==> config.mk <==
export PLATFORM = sky130hd
export DESIGN_NAME = argmax_classifier_flat
export DESIGN_NICKNAME = d
export VERILOG_FILES = /design/src/rtl/argmax_classifier_if.sv /design/src/rtl/argmax_classifier.sv /design/src/flat_wrapper.sv
export SDC_FILE = /design/constraint.sdc
export NUM_CORES = 1
export LEC_CHECK = 0
export CAP_MARGIN = 20
export CORE_MARGIN = 4
export CORE_UTILIZATION = 46
export CTS_BUF_LIST = sky130_fd_sc_hd__clkbuf_4 sky130_fd_sc_hd__clkbuf_8
export CTS_CLUSTER_DIAMETER = 80
export CTS_CLUSTER_SIZE = 28
export DETAILED_ROUTE_END_ITERATION = 12
export PLACE_DENSITY_LB_ADDON = 0.15
export SYNTH_ARGS = -nofsm -noshare
export SYNTH_HDL_FRONTEND = slang
export SYNTH_SLANG_ARGS = --single-unit
export TNS_END_PERCENT = 10
==> constraint.sdc <==
create_clock -name clk -period 2.8 [get_ports clk]
set_input_delay 0.56 -clock clk [delete_from_list [all_inputs] [get_ports clk]]
set_output_delay 0.56 -clock clk [all_outputs]
set_load 0.02 [all_outputs]
==> src/rtl/argmax_classifier_if.sv <==
// argmax_classifier_if: read-port bus between the classifier (master) and the score BRAM (slave).
// Signals: ce_input/we_input/addr_input/din_input driven by master, qout_input driven by slave.
interface argmax_classifier_if #(
  parameter int DATA_WIDTH = 32,
  parameter int ADDR_WIDTH = 12
);
  logic                  ce_input;
  logic                  we_input;
  logic [ADDR_WIDTH-1:0] addr_input;
  logic [DATA_WIDTH-1:0] din_input;
  logic [DATA_WIDTH-1:0] qout_input;
  modport master (output ce_input, we_input, addr_input, din_input, input qout_input);
  modport slave (input ce_input, we_input, addr_input, din_input, output qout_input);
endinterface

==> src/rtl/argmax_classifier.sv <==
// argmax_classifier: reads NUM_CLASSES signed scores from BRAM and returns the index of the largest.
// Ports: clk, reset (sync, active-high), i_run (start pulse, sampled in IDLE),
//   bram (BRAM read port, master side), o_class (winning index), o_busy (READ/DRAIN),
//   layer_done (one-cycle pulse when o_class is final).
// Optional: ARGMAX_SCORE_OUT_EN adds o_max_score, the signed winning score.
module argmax_classifier #(
  parameter int DATA_WIDTH = 32,
  parameter int ADDR_WIDTH = 12,
  parameter int NUM_CLASSES = 10,
  localparam int CLASS_W = $clog2(NUM_CLASSES)
) (
  input  logic               clk,
  input  logic               reset,
  input  logic               i_run,
  argmax_classifier_if.master bram,
  output logic [CLASS_W-1:0] o_class,
  output logic               o_busy,
`ifdef ARGMAX_SCORE_OUT_EN
  output logic [DATA_WIDTH-1:0] o_max_score,
`endif
  output logic               layer_done
);
  typedef enum logic [1:0] {IDLE, READ, DRAIN, DONE} state_t;
  localparam logic [CLASS_W-1:0] LAST = CLASS_W'(NUM_CLASSES - 1);
  state_t state_q, state_d;
  logic [CLASS_W-1:0] rd_cnt_q, rd_cnt_d, data_idx_q, max_idx_q, max_idx_d, o_class_q;
  logic signed [DATA_WIDTH-1:0] max_val_q, max_val_d;
  logic valid_q, upd;
`ifdef ARGMAX_SCORE_OUT_EN
  logic [DATA_WIDTH-1:0] o_max_score_q;
  assign o_max_score = o_max_score_q;
`endif
  always_comb begin
    state_d = state_q;
    rd_cnt_d = rd_cnt_q;
    case (state_q)
      IDLE: if (i_run) begin
        state_d = READ;
        rd_cnt_d = '0;
      end
      READ: if (rd_cnt_q == LAST) state_d = DRAIN;
            else rd_cnt_d = rd_cnt_q + CLASS_W'(1);
      DRAIN: state_d = DONE;
      default: state_d = IDLE;
    endcase
  end
  // Index 0 loads unconditionally so a new run never inherits the previous maximum;
  // strict > keeps the lowest index on ties.
  always_comb begin
    upd = valid_q && (data_idx_q == '0 || $signed(bram.qout_input) > max_val_q);
    max_val_d = upd ? $signed(bram.qout_input) : max_val_q;
    max_idx_d = upd ? data_idx_q : max_idx_q;
  end
  always_ff @(posedge clk) begin
    if (reset) begin
      state_q <= IDLE;
      rd_cnt_q <= '0;
      data_idx_q <= '0;
      valid_q <= 1'b0;
      max_val_q <= '0;
      max_idx_q <= '0;
      o_class_q <= '0;
`ifdef ARGMAX_SCORE_OUT_EN
      o_max_score_q <= '0;
`endif
    end else begin
      state_q <= state_d;
      rd_cnt_q <= rd_cnt_d;
      data_idx_q <= rd_cnt_q;
      valid_q <= state_q == READ;
      max_val_q <= max_val_d;
      max_idx_q <= max_idx_d;
      // The last word is compared on the same edge that enters DONE, so capture the next-state value.
      if (state_d == DONE) begin
        o_class_q <= max_idx_d;
`ifdef ARGMAX_SCORE_OUT_EN
        o_max_score_q <= max_val_d;
`endif
      end
    end
  end
  assign bram.ce_input = state_q == READ;
  assign bram.we_input = 1'b0;
  assign bram.addr_input = (state_q == READ) ? ADDR_WIDTH'(rd_cnt_q) : '0;
  assign bram.din_input = '0;
  assign o_class = o_class_q;
  assign o_busy = state_q == READ || state_q == DRAIN;
  assign layer_done = state_q == DONE;
endmodule
==> src/flat_wrapper.sv <==
// flat-port wrapper written by rule: the top's interface ports become plain ports
module argmax_classifier_flat 
#(
  parameter int DATA_WIDTH = 32,
  parameter int ADDR_WIDTH = 12,
  parameter int NUM_CLASSES = 10,
  localparam int CLASS_W = $clog2(NUM_CLASSES)
)
  (clk, reset, i_run, o_class, o_busy, layer_done, bram_ce_input, bram_we_input, bram_addr_input, bram_din_input, bram_qout_input);
  argmax_classifier_if #(.DATA_WIDTH(DATA_WIDTH), .ADDR_WIDTH(ADDR_WIDTH)) bram_i ();
  input  logic clk;
  input  logic reset;
  input  logic i_run;
  output logic [CLASS_W-1:0] o_class;
  output logic o_busy;
  output logic layer_done;
  output wire logic [$bits(bram_i.ce_input)-1:0] bram_ce_input;
  output wire logic [$bits(bram_i.we_input)-1:0] bram_we_input;
  output wire logic [$bits(bram_i.addr_input)-1:0] bram_addr_input;
  output wire logic [$bits(bram_i.din_input)-1:0] bram_din_input;
  input wire logic [$bits(bram_i.qout_input)-1:0] bram_qout_input;
  assign bram_ce_input = bram_i.ce_input;
  assign bram_we_input = bram_i.we_input;
  assign bram_addr_input = bram_i.addr_input;
  assign bram_din_input = bram_i.din_input;
  assign bram_i.qout_input = bram_qout_input;
  argmax_classifier #(.DATA_WIDTH(DATA_WIDTH), .ADDR_WIDTH(ADDR_WIDTH), .NUM_CLASSES(NUM_CLASSES)) u_core (.clk(clk), .reset(reset), .i_run(i_run), .bram(bram_i), .o_class(o_class), .o_busy(o_busy), .layer_done(layer_done));
endmodule
==> results by group, run 1 <==
Critical path
  • WP data arrival: approximately 3 ns
  • Reg-to-reg startpoint: u_core.max_val_q[10]$_SDFFE_PP0P_
  • Crit-path cells: dlygate4sd2_1, ha_4, nand4_4, or4_4, buf_4, a21o_1, a32o_2, buf_6, buf_12, o211ai_1, a21oi_1
  • Slowest stage cell on the critical path: or4_4
  • Crit path kind: in2reg
  • Worst r2r dst: u_core.max_val_q[3]$_SDFFE_PP0P_
  • Critical Path Source Type: input pin
  • Largest fanout on the critical path: 12
  • Required time of the critical path: 2.99 ns
  • Worst reg2reg setup slack: 0.03 ns
  • Crit. End Element: flop
  • Largest stage delay, worst path: around 0.54 ns
  • FF-to-FF path depth: 11

Yosys
  • Post-synthesis async set-or-reset flop share: 0%
  • Synth Area in XOR/XNOR: less than 1%
  • Top-area cell type share of the netlist area: 29.36%
  • EDFF count, synth: 0
  • Adder-cell share of the synthesized area: 14.03%
  • Area contributors post-synth: dfxtp_1, ha_1, o211ai_2
  • Syn. warnings: 0
  • Avg Inst Size Synth: 8.628 um2
  • Cells after Synth: just over 400
  • Synth Area in Simple Gates: 14.00%
  • Post-synthesis mux area share: less than 1%
  • Synthesis-stage register bit count: between 50 and 60
  • Netlist cell types: 41
  • Synthesized area: 3477 um2
  • Compound-Gate Fraction of Synth Area: 24.83%
  • Main combinational cell family by area after synthesis: compound AO/OA/AOI/OAI gates
  • Ys flop type: dfxtp_1
  • Area leader, netlist: dfxtp_1
  • Post-synthesis sequential area ratio: 29.36%

Route
  • Avg WL per Cell: 14.26 um
  • Drt first pass iters: 4
  • DRC: 0
  • Via total after detailed routing: 2,972
  • Initial DRC count: 49
  • Final wirelength: 8.202 mm
  • Vias per cell: just over 5
  • Antenna Nets Post-Route: 0

CTS
  • CTS root buffer: clkbuf_8
  • Clock sinks: 51
  • CTS tree: yes
  • Clk buf depth: 2
  • Worst-path clk slew: around 0.10 ns
  • Htree depth: 2
  • Hold Buf Count CTS: 0
  • Clk_lat worst skew: 0.31 ns
  • Cts bufs inserted: 5

Timing
  • Post-route minimum period: roughly 2.8 ns
  • Unrepaired setup endpoints after global routing: true
  • Max Freq: 0.3548 GHz
  • Clock Skew: between 0.007 and 0.008 ns
  • Final setup vio count: 1
  • Final Hold Viols: 0
  • Rel. slew slack: 60.64%
  • Final setup TNS: -0.01845 ns
  • Final worst slack: -0.01845 ns
  • Max-slew violations: 0
  • Slew at the pin with the worst max-slew slack: roughly 0.6 ns
  • Period utilization: 100.7%

Global route
  • Congestion Overflow GR: 0
  • Initial antenna violation count: 0
  • Vias in the first global route: around 2,900
  • First-pass GRT wire length: 13.14 mm
  • Largest net degree at the start of global routing: 44
  • GRT Total Usage: 18.19%

Power and ir drop
  • Max VDD drop: ~0.27 mV
  • Leak: 1.728 nW
  • P per Cell Area: about 440 nW/um2

Floorplanning
  • Core Footprint: around 7300 um2
  • Row count: 31
  • Die Area: 9014 um2
  • Io pins: 87
  • Chip width: 94.94 um
  • Die Height: 94.94 um
  • Starting density of the core: 47.68%

Cells and area
  • Layout area overhead: 28.79%
  • Commonest non-fill, non-tap cell in the layout: a21oi_1
  • Share of post-route cells with drive strength above 1: between 20% and 30%
  • Commonest non-fill, non-tap cells in the layout: a21oi_1, dfxtp_1, conb_1, inv_1, nand3_1
  • Nets: 549
  • Antenna Cells: 0

Placement
  • Routability congestion estimate: ~0.85
  • PortBufs: 45
  • DP Wirelength: between 5 and 6 mm
  • Pre-CTS setup slack: -0.5748 ns

Hold path
  • Worst hold path depth: 2
  • Worst min path class: reg2reg
  • Hold path start: u_core.max_val_q[21]$_SDFFE_PP0P_
  • Hold endpoint: u_core.max_val_q[21]$_SDFFE_PP0P_

Status
  • Failing checks: negative setup slack
  • Run status: finished, violations left

Flow run
  • Max-cap violation count: 0
critical path, delay by kind of cell:
kind / cells / cell delay [ns]
buffers and inverters: 4 / 0.71
AOI/OAI and AO/OA: 4 / 0.78
and+or+nand+nor: 2 / 0.65
adders and majority gates: 1 / 0.29
area by class of cell:
cell class	instances	area, um2
clock buffers	5	68.82
clock inverters	3	28.78
fillers	646	2814
inverters	40	150.1
multi-input cells	288	2217
flip-flops and latches	51	1021
well taps	99	123.9
repair buffers	89	868.3
synth_stat cells, types with 2 or more instances:
| cell | n |
|---|---|
| nor2b_1 | 7 |
| nand3_1 | 39 |
| a311oi_1 | 4 |
| buf_1 | 3 |
| nand4_1 | 7 |
| ha_1 | 39 |
| o21ai_0 | 4 |
| a22oi_1 | 2 |
| a21oi_1 | 55 |
| nor2_1 | 11 |
| nor3_1 | 3 |
| a211oi_1 | 2 |
| dfxtp_1 | 51 |
| and2_1 | 4 |
| nand2_1 | 12 |
| nand2b_1 | 2 |
| buf_2 | 6 |
| buf_4 | 42 |
| buf_6 | 4 |
| o211ai_1 | 7 |
| o211ai_2 | 30 |
| xor2_1 | 2 |
| inv_1 | 40 |
| a21o_1 | 2 |
| clkbuf_1 | 9 |
state kept, by name (all words and copies together) (netlist names):
signal	cells
u_core.max_val_q	32
u_core.data_idx_q	4
u_core.max_idx_q	4
u_core.o_class	4
u_core.rd_cnt_q	4
u_core.state_q	2
u_core.valid_q	1
per-layer routing:
metal  global-route usage, %  share of wire (%)  up-vias
met5                       0                  0        -
li1                        -                  -     1495
met2                   32.77                 50       78
met4                   5.048                1.1        0
met3                   3.028                4.6        8
met1                   22.16                 44     1391
stage by stage:
stage	power (W)	cells	hold slack [ns]	utilization, %	cell area (um2)
3_5_place_dp	0.001415	555	0.4710	56.06	4088
6_report	0.001966	575	0.4812	61.41	4478
2_1_floorplan	0.001246	443	0.4584	-	3627
4_1_cts	0.001927	573	0.4854	59.27	4322
3_3_place_gp	0.001403	555	0.4652	56.06	4088
5_1_grt	0.002079	575	0.5026	61.41	4478
timing repair:
item | CTS | global route
buffers inserted | 8 | 2
gates resized for setup | 34 | 21
gates cloned | 2 | 0
endpoints found under the setup margin | 40 | 39
pin swaps | 14 | 21
where the power goes:
| part | switching, W | total (W) | internal, W |
|---|---|---|---|
| combinational | 0.000380 | 0.000707 | 0.000327 |
| clock | 0.000277 | 0.000463 | 0.000186 |
| sequential | 0.0000295 | 0.000795 | 0.000766 |
| total | 0.000687 | 0.00197 | 0.00128 |
cells by family after synthesis:
kind of cell	count (synthesis)
buf+inv	104
other cells	1
xor+xnor	2
fa+ha+maj	39
mux	1
flops	51
compound gates	113
simple gates	92
worst max-delay path by stage:
stage / startpoint / endpoint / slack [ns] / cells past startpoint
after floorplan: bram_qout_input[31] / u_core.max_val_q[4]$_SDFFE_PP0P_ / 0.05 / 9
after global placement: bram_qout_input[27] / u_core.max_val_q[3]$_SDFFE_PP0P_ / -0.53 / 9
after detailed placement: bram_qout_input[27] / u_core.max_val_q[22]$_SDFFE_PP0P_ / -0.57 / 9
after CTS: bram_qout_input[25] / u_core.max_val_q[23]$_SDFFE_PP0P_ / -0.07 / 9
after global routing: bram_qout_input[22] / u_core.max_val_q[3]$_SDFFE_PP0P_ / -0.07 / 11
final: bram_qout_input[31] / u_core.max_val_q[3]$_SDFFE_PP0P_ / -0.02 / 11
No activity file was read; power rests on OpenSTA's default activity.
==> run 2, diff against run 1 <==
SLEW_MARGIN = 20   (was not set)
clock period = 2.4 ns   (was 2.8 ns; I/O delays follow)
==> results by group, run 2 (synthesis gave the netlist of run 1 again) <==
Critical path
  • WP data arrival: 2.85 ns (-0.16 ns)
  • Required time of the critical path: 2.58 ns (-0.41 ns)
  • Worst reg2reg setup slack: -0.28 ns (-0.31 ns)
  • Largest fanout on the critical path: 8 (-4)
  • Crit path kind: reg2reg
  • Crit. End Element: flop
  • Worst r2r dst: u_core.o_class[2]$_SDFFE_PP0N_
  • FF-to-FF path depth: 9 (-2)
  • Reg-to-reg startpoint: u_core.max_val_q[31]$_SDFFE_PP0P_
  • Critical Path Source Type: flop

Flow run
  • Max-cap violation count: 0 (unchanged)

Floorplanning
  • Chip width: 94.94 um (unchanged)
  • Io pins: 87 (unchanged)
  • Die Area: 9014 um2 (unchanged)
  • Row count: 31 (unchanged)
  • Starting density of the core: 47.68% (unchanged)
  • Core Footprint: 7292 um2 (unchanged)
  • Die Height: 94.94 um (unchanged)

Cells and area
  • Post-route design area: 4916 um2 (+9.8%)
  • Antenna Cells: 0 (unchanged)
  • Register name with the most flops: u_core.max_val_q
  • Commonest non-fill, non-tap cells in the layout: buf_4, a21oi_1, conb_1, nand3_1
  • # fillers: 565 (-13%)
  • Layout area overhead: 41.38%
  • Commonest non-fill, non-tap cell in the layout: buf_4
  • Share of post-route cells with drive strength above 1: 37.80% (+15 points)
  • Largest register FFs: 32 (unchanged)
  • Nets: 581 (+5.8%)

CTS
  • CTS root buffer: clkbuf_8
  • Clock sinks: 51 (unchanged)
  • Htree depth: 2 (unchanged)
  • Clk_lat worst skew: 0.31 ns (about the same)
  • Worst-path clk slew: 0.10 ns (about the same)
  • Clk buf depth: 2 (unchanged)
  • Hold Buf Count CTS: 0 (unchanged)
  • CTS tree: yes
  • Cts bufs inserted: 5 (unchanged)

Placement
  • Post-Place Cell Area: 4343 um2 (+6.2%)
  • Routability congestion estimate: 0.8453 (about the same)
  • PortBufs: 45 (unchanged)
  • DP Wirelength: 5.763 mm (-0.60%)

Power and ir drop
  • Internal: 0.001750 W (+37%)
  • Reg power frac: 36.4% (-4.1 points)
  • Leak: 1.896 nW (+9.7%)
  • Net Sw Frac: 31.54% (-3.4 points)
  • Max VDD drop: 0.3018 mV (+13%)
  • Tot Pwr: 0.002556 W (+30%)
  • P per Cell Area: 519.8 nW/um2 (+18%)
  • NetSw: 0.0008060 W (+17%)
  • Clock power share: 27.7% (+4.2 points)
  • Comb pwr share: 35.9% (about the same)

Global route
  • GRT Total Usage: 18.76% (+0.57 points)
  • Congestion Overflow GR: 0 (unchanged)
  • Largest net degree at the start of global routing: 37 (-16%)
  • First-pass GRT wire length: 13.52 mm (+2.9%)
  • Initial antenna violation count: 0 (unchanged)
  • Vias in the first global route: 2,996 (+3.4%)

Timing
  • Clock Skew: 0.01079 ns (+0.003153 ns)
  • Hold_ws: 0.4389 ns (-0.04226 ns)
  • Final setup TNS: -9.252 ns (-9.233 ns)
  • Final worst slack: -0.2762 ns (-0.2577 ns)
  • Rel. slew slack: 62.09% (+1.4 points)
  • Final setup vio count: 40 (+39)
  • Period utilization: 111.5%
  • Slew at the pin with the worst max-slew slack: 0.5635 ns (-0.02154 ns)
  • Post-route minimum period: 2.676 ns
  • Unrepaired setup endpoints after global routing: true
  • Max Freq: 0.3737 GHz
  • Max-slew violations: 0 (unchanged)
  • Final Hold Viols: 0 (unchanged)

Route
  • Avg WL per Cell: 14.56 um (+2.0%)
  • Vias per cell: 5.161 (-0.14%)
  • Antenna Nets Post-Route: 0 (unchanged)
  • Initial DRC count: 116 (+140%)
  • Final wirelength: 8.835 mm (+7.7%)
  • Drt first pass iters: 4 (unchanged)
  • Via total after detailed routing: 3,133 (+5.4%)
  • DRC: 0 (unchanged)

Status
  • Run status: finished, violations left
  • Failing checks: negative setup slack

Hold path
  • Worst hold path depth: 3 (+1)
  • Hold endpoint: u_core.max_val_q[8]$_SDFFE_PP0P_
  • Hold path start: bram_qout_input[8]
  • Worst min path class: in2reg
[run 2: cell types whose count changed in the layout (fill, tap and decap cells not counted), moves of 10 or more]
cell / delta
ha_1: -10
buf_4: +31
dfxtp_1: -20
clkdlybuf4s15_1: +10
dfxtp_2: +20
dlygate4sd2_1: -20
[run 2: final cells by class]
class	instances	area, um2	share of cell area [%]
clock buffer	5	68.82	1.400
clock inverter	3	67.56	1.374
inverter	40	150.1	3.054
multi-input combinational	288	2341	47.62
sequential	51	1046	21.28
tap	99	123.9	2.520
timing repair buffer	121	1119	22.75
[run 2: metal layers]
metal	GRT usage (%)	share of wire, %	vias up
met5	0	0	-
met2	33.12	50	69
met4	6.130	2.1	0
met3	3.028	3.9	14
met1	23.13	44	1491
li1	-	-	1559
[run 2: how the worst max path moves through the flow]
stage                                      startpoint                                end  slack [ns]  cells after the start
floorplan                         bram_qout_input[24]  u_core.max_val_q[14]$_SDFFE_PP0P_       -0.19                      9
global placement                  bram_qout_input[11]   u_core.max_val_q[3]$_SDFFE_PP0P_       -0.82                     10
detailed placement                bram_qout_input[11]  u_core.max_val_q[18]$_SDFFE_PP0P_       -0.84                     10
CTS                 u_core.max_val_q[19]$_SDFFE_PP0P_   u_core.max_val_q[3]$_SDFFE_PP0P_       -0.29                      9
global route        u_core.max_val_q[31]$_SDFFE_PP0P_     u_core.o_class[2]$_SDFFE_PP0N_       -0.35                      9
finish              u_core.max_val_q[31]$_SDFFE_PP0P_     u_core.o_class[2]$_SDFFE_PP0N_       -0.28                      9
[run 2: power by group through the flow]
stage                     logic [W]  clock network [W]  registers (W)
after floorplan            0.000525                  0       0.000939
after global placement     0.000761                  0       0.000939
after detailed placement   0.000771                  0       0.000940
after CTS                  0.000862           0.000723       0.000924
after global routing        0.00100           0.000759       0.000936
final                      0.000917           0.000709       0.000930
[run 2: worst max-delay path, cell delays in order, from the launching register on]
cell and delay [ns]:
dfxtp_2 0.34, inv_1 0.06, ha_4 0.27, nand4_2 0.12
or4_4 0.57, buf_6 0.15, a21o_1 0.20, a32o_4 0.42
o211ai_1 0.28, a311oi_1 0.13
[run 2: metrics by stage]
stage | util [%] | cells | setup slack, ns
final | 67.42 | 607 | -0.2762
after global routing | 67.42 | 607 | -0.3456
after CTS | 65.19 | 603 | -0.2917
after detailed placement | 59.56 | 579 | -0.8407
after global placement | 59.56 | 579 | -0.8216
after floorplan | - | 443 | -0.1950
[run 2: what timing repair did]
item                                    in CTS  in global routing
buffers inserted                            14                  4
gates resized for setup                     86                 43
endpoints found under the setup margin      40                 44
cloned                                       2                  0
pin swaps                                   38                 27
